--- config.mk ---
export PLATFORM = sky130hd
export DESIGN_NAME = crab_core
export DESIGN_NICKNAME = d
export VERILOG_FILES = /design/src/rtl/crab_core.sv
export SDC_FILE = /design/constraint.sdc
export NUM_CORES = 2
export LEC_CHECK = 0
export BUFFER_PORTS_ARGS = -buffer_cell sky130_fd_sc_hd__clkbuf_2
export CAP_MARGIN = 20
export CORE_MARGIN = 3
export CORE_UTILIZATION = 40
export CTS_BUF_LIST = sky130_fd_sc_hd__clkbuf_4
export CTS_CLUSTER_DIAMETER = 80
export DETAILED_ROUTE_END_ITERATION = 6
export SETUP_SLACK_MARGIN = 0.3
export SLEW_MARGIN = 10
export SYNTH_ARGS = -nofsm -noshare
export SYNTH_HDL_FRONTEND = slang
export SYNTH_SLANG_ARGS = --single-unit
--- constraint.sdc ---
create_clock -name clk -period 12.43 [get_ports clk]
set_input_delay 1.243 -clock clk [delete_from_list [all_inputs] [get_ports clk]]
set_output_delay 1.243 -clock clk [all_outputs]
set_load 0.02 [all_outputs]
--- src/rtl/crab_core.sv ---
// crab_core: multi-cycle RV32I core sharing one valid/ready bus for fetches, loads and stores.
// Define CRABCORE_DEBUG_EN to drive registers_debug, pc_debug and core_state_debug; otherwise they read 0.
module crab_core #(
    parameter logic [31:0] RESET_PC = 32'h0000_0000
) (
    input  logic        clk,
    input  logic        reset,
    output logic        mem_addr_valid,
    output logic [31:0] mem_addr,
    output logic        mem_data_valid,
    output logic [31:0] mem_data,
    input  logic        mem_ready,
    input  logic [31:0] mem_input,
    output logic [1:0]  io_mode,
    output logic [31:0] registers_debug [32],
    output logic [31:0] pc_debug,
    output logic [3:0]  core_state_debug
);

    localparam logic [3:0] ST_FETCH      = 4'd0;
    localparam logic [3:0] ST_FETCH_WAIT = 4'd1;
    localparam logic [3:0] ST_EXECUTE    = 4'd2;
    localparam logic [3:0] ST_LOAD_WAIT  = 4'd3;
    localparam logic [3:0] ST_STORE      = 4'd4;
    localparam logic [3:0] ST_HALT       = 4'd5;

    localparam logic [6:0] OPC_LUI    = 7'b0110111;
    localparam logic [6:0] OPC_AUIPC  = 7'b0010111;
    localparam logic [6:0] OPC_JAL    = 7'b1101111;
    localparam logic [6:0] OPC_JALR   = 7'b1100111;
    localparam logic [6:0] OPC_BRANCH = 7'b1100011;
    localparam logic [6:0] OPC_LOAD   = 7'b0000011;
    localparam logic [6:0] OPC_STORE  = 7'b0100011;
    localparam logic [6:0] OPC_IMM    = 7'b0010011;
    localparam logic [6:0] OPC_OP     = 7'b0110011;
    localparam logic [6:0] OPC_FENCE  = 7'b0001111;

    logic [3:0]  state;
    logic [31:0] pc;
    logic [31:0] instr;
    logic [31:0] regs [32];

    logic [6:0]  opcode;
    logic [4:0]  rd;
    logic [4:0]  rs1;
    logic [4:0]  rs2;
    logic [2:0]  funct3;
    logic [31:0] rs1_val;
    logic [31:0] rs2_val;
    logic [31:0] imm_i;
    logic [31:0] imm_s;
    logic [31:0] imm_b;
    logic [31:0] imm_u;
    logic [31:0] imm_j;

    assign opcode  = instr[6:0];
    assign rd      = instr[11:7];
    assign funct3  = instr[14:12];
    assign rs1     = instr[19:15];
    assign rs2     = instr[24:20];
    // x0 is never written, so its reset value of 0 is what every read sees.
    assign rs1_val = regs[rs1];
    assign rs2_val = regs[rs2];

    assign imm_i = {{20{instr[31]}}, instr[31:20]};
    assign imm_s = {{20{instr[31]}}, instr[31:25], instr[11:7]};
    assign imm_b = {{19{instr[31]}}, instr[31], instr[7], instr[30:25], instr[11:8], 1'b0};
    assign imm_u = {instr[31:12], 12'b0};
    assign imm_j = {{11{instr[31]}}, instr[31], instr[19:12], instr[20], instr[30:21], 1'b0};

    logic [31:0] alu_b;
    logic [4:0]  shamt;
    logic [31:0] alu_result;

    always_comb begin
        // NOTE: every always_comb output gets a default first so no path can infer a latch.
        alu_b = (opcode == OPC_OP) ? rs2_val : imm_i;
        shamt = alu_b[4:0];
        case (funct3)
            3'b000:  alu_result = (opcode == OPC_OP && instr[30]) ? rs1_val - alu_b : rs1_val + alu_b;
            3'b001:  alu_result = rs1_val << shamt;
            3'b010:  alu_result = {31'b0, $signed(rs1_val) < $signed(alu_b)};
            3'b011:  alu_result = {31'b0, rs1_val < alu_b};
            3'b100:  alu_result = rs1_val ^ alu_b;
            3'b101:  alu_result = instr[30] ? $unsigned($signed(rs1_val) >>> shamt) : rs1_val >> shamt;
            3'b110:  alu_result = rs1_val | alu_b;
            default: alu_result = rs1_val & alu_b;
        endcase
    end

    logic branch_taken;

    always_comb begin
        case (funct3)
            3'b000:  branch_taken = rs1_val == rs2_val;
            3'b001:  branch_taken = rs1_val != rs2_val;
            3'b100:  branch_taken = $signed(rs1_val) < $signed(rs2_val);
            3'b101:  branch_taken = $signed(rs1_val) >= $signed(rs2_val);
            3'b110:  branch_taken = rs1_val < rs2_val;
            3'b111:  branch_taken = rs1_val >= rs2_val;
            default: branch_taken = 1'b0;
        endcase
    end

    logic        exec_wb_en;
    logic [31:0] exec_wb_data;
    logic [31:0] exec_next_pc;
    logic        exec_halt;
    logic        exec_load;
    logic        exec_store;

    always_comb begin
        exec_wb_en   = 1'b0;
        exec_wb_data = alu_result;
        exec_next_pc = pc + 32'd4;
        exec_halt    = 1'b0;
        exec_load    = 1'b0;
        exec_store   = 1'b0;
        case (opcode)
            OPC_LUI: begin
                exec_wb_en   = 1'b1;
                exec_wb_data = imm_u;
            end
            OPC_AUIPC: begin
                exec_wb_en   = 1'b1;
                exec_wb_data = pc + imm_u;
            end
            OPC_JAL: begin
                exec_wb_en   = 1'b1;
                exec_wb_data = pc + 32'd4;
                exec_next_pc = pc + imm_j;
            end
            OPC_JALR: begin
                exec_wb_en   = 1'b1;
                exec_wb_data = pc + 32'd4;
                exec_next_pc = (rs1_val + imm_i) & 32'hFFFF_FFFE;
            end
            OPC_BRANCH: if (branch_taken) exec_next_pc = pc + imm_b;
            OPC_LOAD:   exec_load  = 1'b1;
            OPC_STORE:  exec_store = 1'b1;
            OPC_IMM, OPC_OP: exec_wb_en = 1'b1;
            OPC_FENCE:  exec_wb_en = 1'b0;
            default: begin
                // ECALL, EBREAK and unknown opcodes stop the core with PC left on the instruction.
                exec_halt    = 1'b1;
                exec_next_pc = pc;
            end
        endcase
    end

    logic [1:0]  ls_mode;
    logic [31:0] store_data;

    always_comb begin
        case (funct3[1:0])
            2'b00: begin
                ls_mode    = 2'd2;
                store_data = {24'b0, rs2_val[7:0]};
            end
            2'b01: begin
                ls_mode    = 2'd1;
                store_data = {16'b0, rs2_val[15:0]};
            end
            default: begin
                ls_mode    = 2'd0;
                store_data = rs2_val;
            end
        endcase
    end

    logic [7:0]  load_byte;
    logic [15:0] load_half;
    logic [31:0] load_data;

    // mem_addr still holds the load address during LOAD_WAIT, so it steers the lane select.
    always_comb begin
        case (mem_addr[1:0])
            2'd0:    load_byte = mem_input[7:0];
            2'd1:    load_byte = mem_input[15:8];
            2'd2:    load_byte = mem_input[23:16];
            default: load_byte = mem_input[31:24];
        endcase
        load_half = mem_addr[1] ? mem_input[31:16] : mem_input[15:0];
        case (funct3)
            3'b000:  load_data = {{24{load_byte[7]}}, load_byte};
            3'b001:  load_data = {{16{load_half[15]}}, load_half};
            3'b100:  load_data = {24'b0, load_byte};
            3'b101:  load_data = {16'b0, load_half};
            default: load_data = mem_input;
        endcase
    end

    logic        rf_we;
    logic [31:0] rf_wdata;

    always_comb begin
        rf_we    = 1'b0;
        rf_wdata = exec_wb_data;
        if (state == ST_EXECUTE) begin
            rf_we = exec_wb_en;
        end else if (state == ST_LOAD_WAIT && mem_ready) begin
            rf_we    = 1'b1;
            rf_wdata = load_data;
        end
    end

    always_ff @(posedge clk) begin
        // NOTE: the register file is cleared on reset because its contents are architecturally visible.
        if (reset) begin
            for (int i = 0; i < 32; i++) regs[i] <= '0;
        end else if (rf_we && rd != 5'd0) begin
            regs[rd] <= rf_wdata;
        end
    end

    always_ff @(posedge clk) begin
        // NOTE: sequential state uses non-blocking assignments so every register samples pre-edge values.
        if (reset) begin
            state          <= ST_FETCH;
            pc             <= RESET_PC;
            instr          <= '0;
            mem_addr_valid <= 1'b0;
            mem_addr       <= '0;
            mem_data_valid <= 1'b0;
            mem_data       <= '0;
            io_mode        <= 2'd0;
        end else begin
            case (state)
                ST_FETCH: begin
                    mem_addr_valid <= 1'b1;
                    mem_data_valid <= 1'b0;
                    mem_addr       <= pc;
                    io_mode        <= 2'd0;
                    state          <= ST_FETCH_WAIT;
                end
                ST_FETCH_WAIT: if (mem_ready) begin
                    instr          <= mem_input;
                    mem_addr_valid <= 1'b0;
                    state          <= ST_EXECUTE;
                end
                ST_EXECUTE: begin
                    pc <= exec_next_pc;
                    if (exec_halt) begin
                        state <= ST_HALT;
                    end else if (exec_load) begin
                        mem_addr_valid <= 1'b1;
                        mem_addr       <= rs1_val + imm_i;
                        io_mode        <= ls_mode;
                        state          <= ST_LOAD_WAIT;
                    end else if (exec_store) begin
                        mem_addr_valid <= 1'b1;
                        mem_data_valid <= 1'b1;
                        mem_addr       <= rs1_val + imm_s;
                        mem_data       <= store_data;
                        io_mode        <= ls_mode;
                        state          <= ST_STORE;
                    end else begin
                        state <= ST_FETCH;
                    end
                end
                ST_LOAD_WAIT: if (mem_ready) begin
                    mem_addr_valid <= 1'b0;
                    state          <= ST_FETCH;
                end
                ST_STORE: begin
                    mem_addr_valid <= 1'b0;
                    mem_data_valid <= 1'b0;
                    state          <= ST_FETCH;
                end
                default: state <= ST_HALT;
            endcase
        end
    end

`ifdef CRABCORE_DEBUG_EN
    always_comb begin
        for (int i = 0; i < 32; i++) registers_debug[i] = regs[i];
    end
    assign pc_debug         = pc;
    assign core_state_debug = state;
`else
    always_comb begin
        for (int i = 0; i < 32; i++) registers_debug[i] = '0;
    end
    assign pc_debug         = '0;
    assign core_state_debug = '0;
`endif

endmodule

==> results.sh <==
export IMPL_status="complete, but fails checks"
export IMPL_violations="design-rule violations"
export IMPL_ys_flop_type="edfxtp_1"
export IMPL_post_drt_wl_per_cell_um=36.0
export IMPL_crit_buf_inv=3
export IMPL_ant_nets=0
export IMPL_tightest_slew_ns=1.34
export IMPL_min_period_ns=9.45
export IMPL_setup_viol=0
export IMPL_hold_path_class="in2reg"
export IMPL_first_iter_violations=12800
export IMPL_yosys_warnings=0
export IMPL_register_area_um2=33700
export IMPL_critPathMaxFanout=39
export IMPL_synth_seq_cells=1168
export IMPL_postSynthCellCount=8567
export IMPL_yosysSeqAreaShare_pct=38.6
export IMPL_ys_top_cells_by_area="edfxtp_1 (35%), buf_4 (9.6%), mux4_2 (8.9%)"
export IMPL_cts_resized=0
export IMPL_clock_skew_ns=0.181
export IMPL_rows=170
export IMPL_synthToLayoutAreaGrowth_pct=4.56
export IMPL_cts_tree="done"
export IMPL_dr_pass1_iters=7
export IMPL_ys_types=108
export IMPL_chipWidth_um=473
export IMPL_cp_required_ns=13.58
export IMPL_total_power_mw=12.1
export IMPL_synth_area_per_cell_um2=10.2
export IMPL_synth_top_area_share_pct=35.3
export IMPL_die_y_um=473
export IMPL_dieArea_um2=223000
export IMPL_io_pins=1163
export IMPL_r2r_cells=17
export IMPL_yosysTopAreaCell="edfxtp_1"
export IMPL_hpwl_um=293000
export IMPL_finalCritPeriodShare_pct=76.0
export IMPL_avgViaCountPerCell=6.45
export IMPL_synthMostInstantiatedCell="buf_4"
export IMPL_drive_gt1_share_pct=16.8
export IMPL_ir_drop_v=0.000112
export IMPL_fmax_ghz=0.106
export IMPL_netlist_area_um2=87100
export IMPL_place_ws_ns=3.35
export IMPL_max_stage_delay_ns=0.87
export IMPL_multi_input_area_um2=46200
export IMPL_grt_pass1_wl_um=567000
export IMPL_path_clk_slew_ns=0.06
export IMPL_grt_setup_unrepaired="no"
export IMPL_power_density_nw_per_um2=133
export IMPL_max_slew_margin_pct=8.55
export IMPL_start_util_pct=40.4
export IMPL_fin_util_pct=42.3
export IMPL_fin_setup_tns_ns=0
export IMPL_worstSkewPairLatency_ns=1.44
export IMPL_synth_edff_count=1024
export IMPL_worstSetupPathType="reg2reg"
export IMPL_grt_overflow=0
export IMPL_end_kind="flop"
export IMPL_async_flop_share_pct=0
export IMPL_clockBufferDepth=4
export IMPL_start_kind="flop"
export IMPL_cts_setup_buffers=0
export IMPL_routed_via_count=75700
export IMPL_critPathSlowestCell="dfxtp_4"
export IMPL_portBuffers=102
export IMPL_leakagePower_nw=34.6
export IMPL_finalHoldViolCount=0
export IMPL_antenna_found_initial=43
export IMPL_synthTopCellsByCount="buf_4 (1119), edfxtp_1 (1024), nor2_1 (842)"
export IMPL_cts_buffers=344
export IMPL_clock_root_buffer="clkbuf_4"
export IMPL_cap_violations=0
export IMPL_path_cells="buf_4 > nor2b_4 > buf_4 > a22oi_1 > and3_1 > nor3_2 > inv_1 > ha_1 > a2111oi_0 > o221ai_1 > a31oi_1 > o221a_2 > a21o_1 > o211a_1 > a21oi_1 > a221o_1 > a221o_1"
export IMPL_grt_max_degree=116
export IMPL_hold_buffers=0
export IMPL_grt_pass1_vias=70100
export IMPL_n_fill_cell=20800
export IMPL_clock_sinks=1168
export IMPL_drcViolationCount=6
export IMPL_grt_use_total_pct=36.1
export IMPL_fin_nets=8926
export IMPL_path_delay_family="compound AO/OA/AOI/OAI gates"
export IMPL_htreeDepth=5
export IMPL_drv_slew=0
export IMPL_crit_cells=17
export IMPL_place_congestion=1.08
export IMPL_critPathArrivalTime_ns=10.60
export IMPL_hold_depth=3
export IMPL_setup_ws_ns=2.98
export IMPL_core_region_area_um2=215000
export IMPL_totalWireLength_um=422000
metrics by stage:
step                      instances  cell area (um2)  hold slack, ns
after CTS                     11700            90900          0.0826
after floorplan                9658            91200           0.462
after global routing          11700            91000           0.145
after detailed placement      11100            86900           0.449
final                         11700            91100           0.197
after global placement        11100            86800           0.446
worst register-to-register path, cell delays in order, from the launching register on:
cell and delay, ns:
dfxtp_4 0.87, buf_4 0.78, nor2b_4 0.66, buf_4 0.54
a22oi_1 0.18, and3_1 0.22, nor3_2 0.66, inv_1 0.48
ha_1 0.44, a2111oi_0 0.78, o221ai_1 0.61, a31oi_1 0.39
o221a_2 0.30, a21o_1 0.19, o211a_1 0.87, a21oi_1 0.52
a221o_1 0.45, a221o_1 0.32
kinds of logic (layout without fill, tap and decap cells):
logic type / count (synthesis) / in the layout / share of synthesized area, %
AO/OA/AOI/OAI: 1963 / 1963 / 14.9
XOR/XNOR: 155 / 155 / 1.56
adder cells (fa/ha/maj): 231 / 231 / 3.38
buffers and inverters: 1920 / 1145 / 13.7
flip-flops: 1168 / 1168 / 38.6
multiplexers: 939 / 939 / 15.8
other: 1 / 1118 / 0.00431
AND/OR/NAND/NOR: 2190 / 2190 / 12.0
per-layer routing:
metal	part of all wire, %	global-route usage (%)	up-vias
li1	-	-	30200
met1	37	46.3	37400
met2	42	51.6	6733
met3	14	12.9	1453
met4	7.3	22.6	26
met5	0.084	0.346	-
power breakdown:
part	internal, mW	switching (mW)	leakage (nW)	total (mW)
Sequential	4.40	0.125	11.7	4.52
Clock	1.86	1.80	2.46	3.66
Combinational	1.00	2.94	20.4	3.94
layout make-up:
type                            count  share of cell area [%]
Timing Repair Buffer              397                    3.12
Clock buffer                      486                    4.01
Antenna cell                       26                  0.0714
Clock inverter                     83                   0.474
Tap cell                         2838                    3.90
Sequential cell                  1168                    37.0
Multi-Input combinational cell   6570                    50.7
Inverter                          179                   0.738
cell usage in the layout, fill, tap and decap left out, types with 45 or more instances in the layout:
master | Yosys | routed
a211oi_1 | 125 | 124
a21o_1 | 96 | 96
a21oi_1 | 482 | 476
a221oi_1 | 58 | 57
a22oi_1 | 143 | 143
a31oi_1 | 153 | 147
and2_1 | 219 | 218
and3_1 | 116 | 116
buf_4 | 1119 | 283
clkbuf_2 | 3 | 101
clkbuf_4 | 0 | 486
clkinv_1 | 1 | 63
conb_1 | 1 | 1092
dfxtp_1 | 144 | 134
edfxtp_1 | 1024 | 1024
ha_1 | 224 | 224
inv_1 | 170 | 168
mux2_2 | 57 | 57
mux2i_1 | 538 | 536
mux4_2 | 343 | 343
nand2_1 | 452 | 420
nand3_1 | 127 | 127
nor2_1 | 842 | 834
nor3_1 | 131 | 128
nor4_1 | 46 | 45
o211ai_1 | 69 | 69
o21ai_0 | 305 | 303
o22ai_1 | 132 | 132
xnor2_1 | 105 | 105
xor2_1 | 50 | 50
sequential cells by signal, indices dropped and copies added (netlist names), named ones only:
name,count
pc,31
regs,1024
mem_addr,32
state,3
mem_data,32
mem_addr_valid,1
io_mode,2
instr,32
mem_data_valid,1
worst paths after layout:
kind	to	slack [ns]	startpoint
setup / recovery	pc[11]	2.98	flop
hold / removal	instr[6]	0.20	mem_input[6]
setup reg to reg	pc[11]	2.98	flop
hold reg to reg	io_mode[1]	0.45	io_mode[1]
No activity file was read; power rests on OpenSTA's default activity.
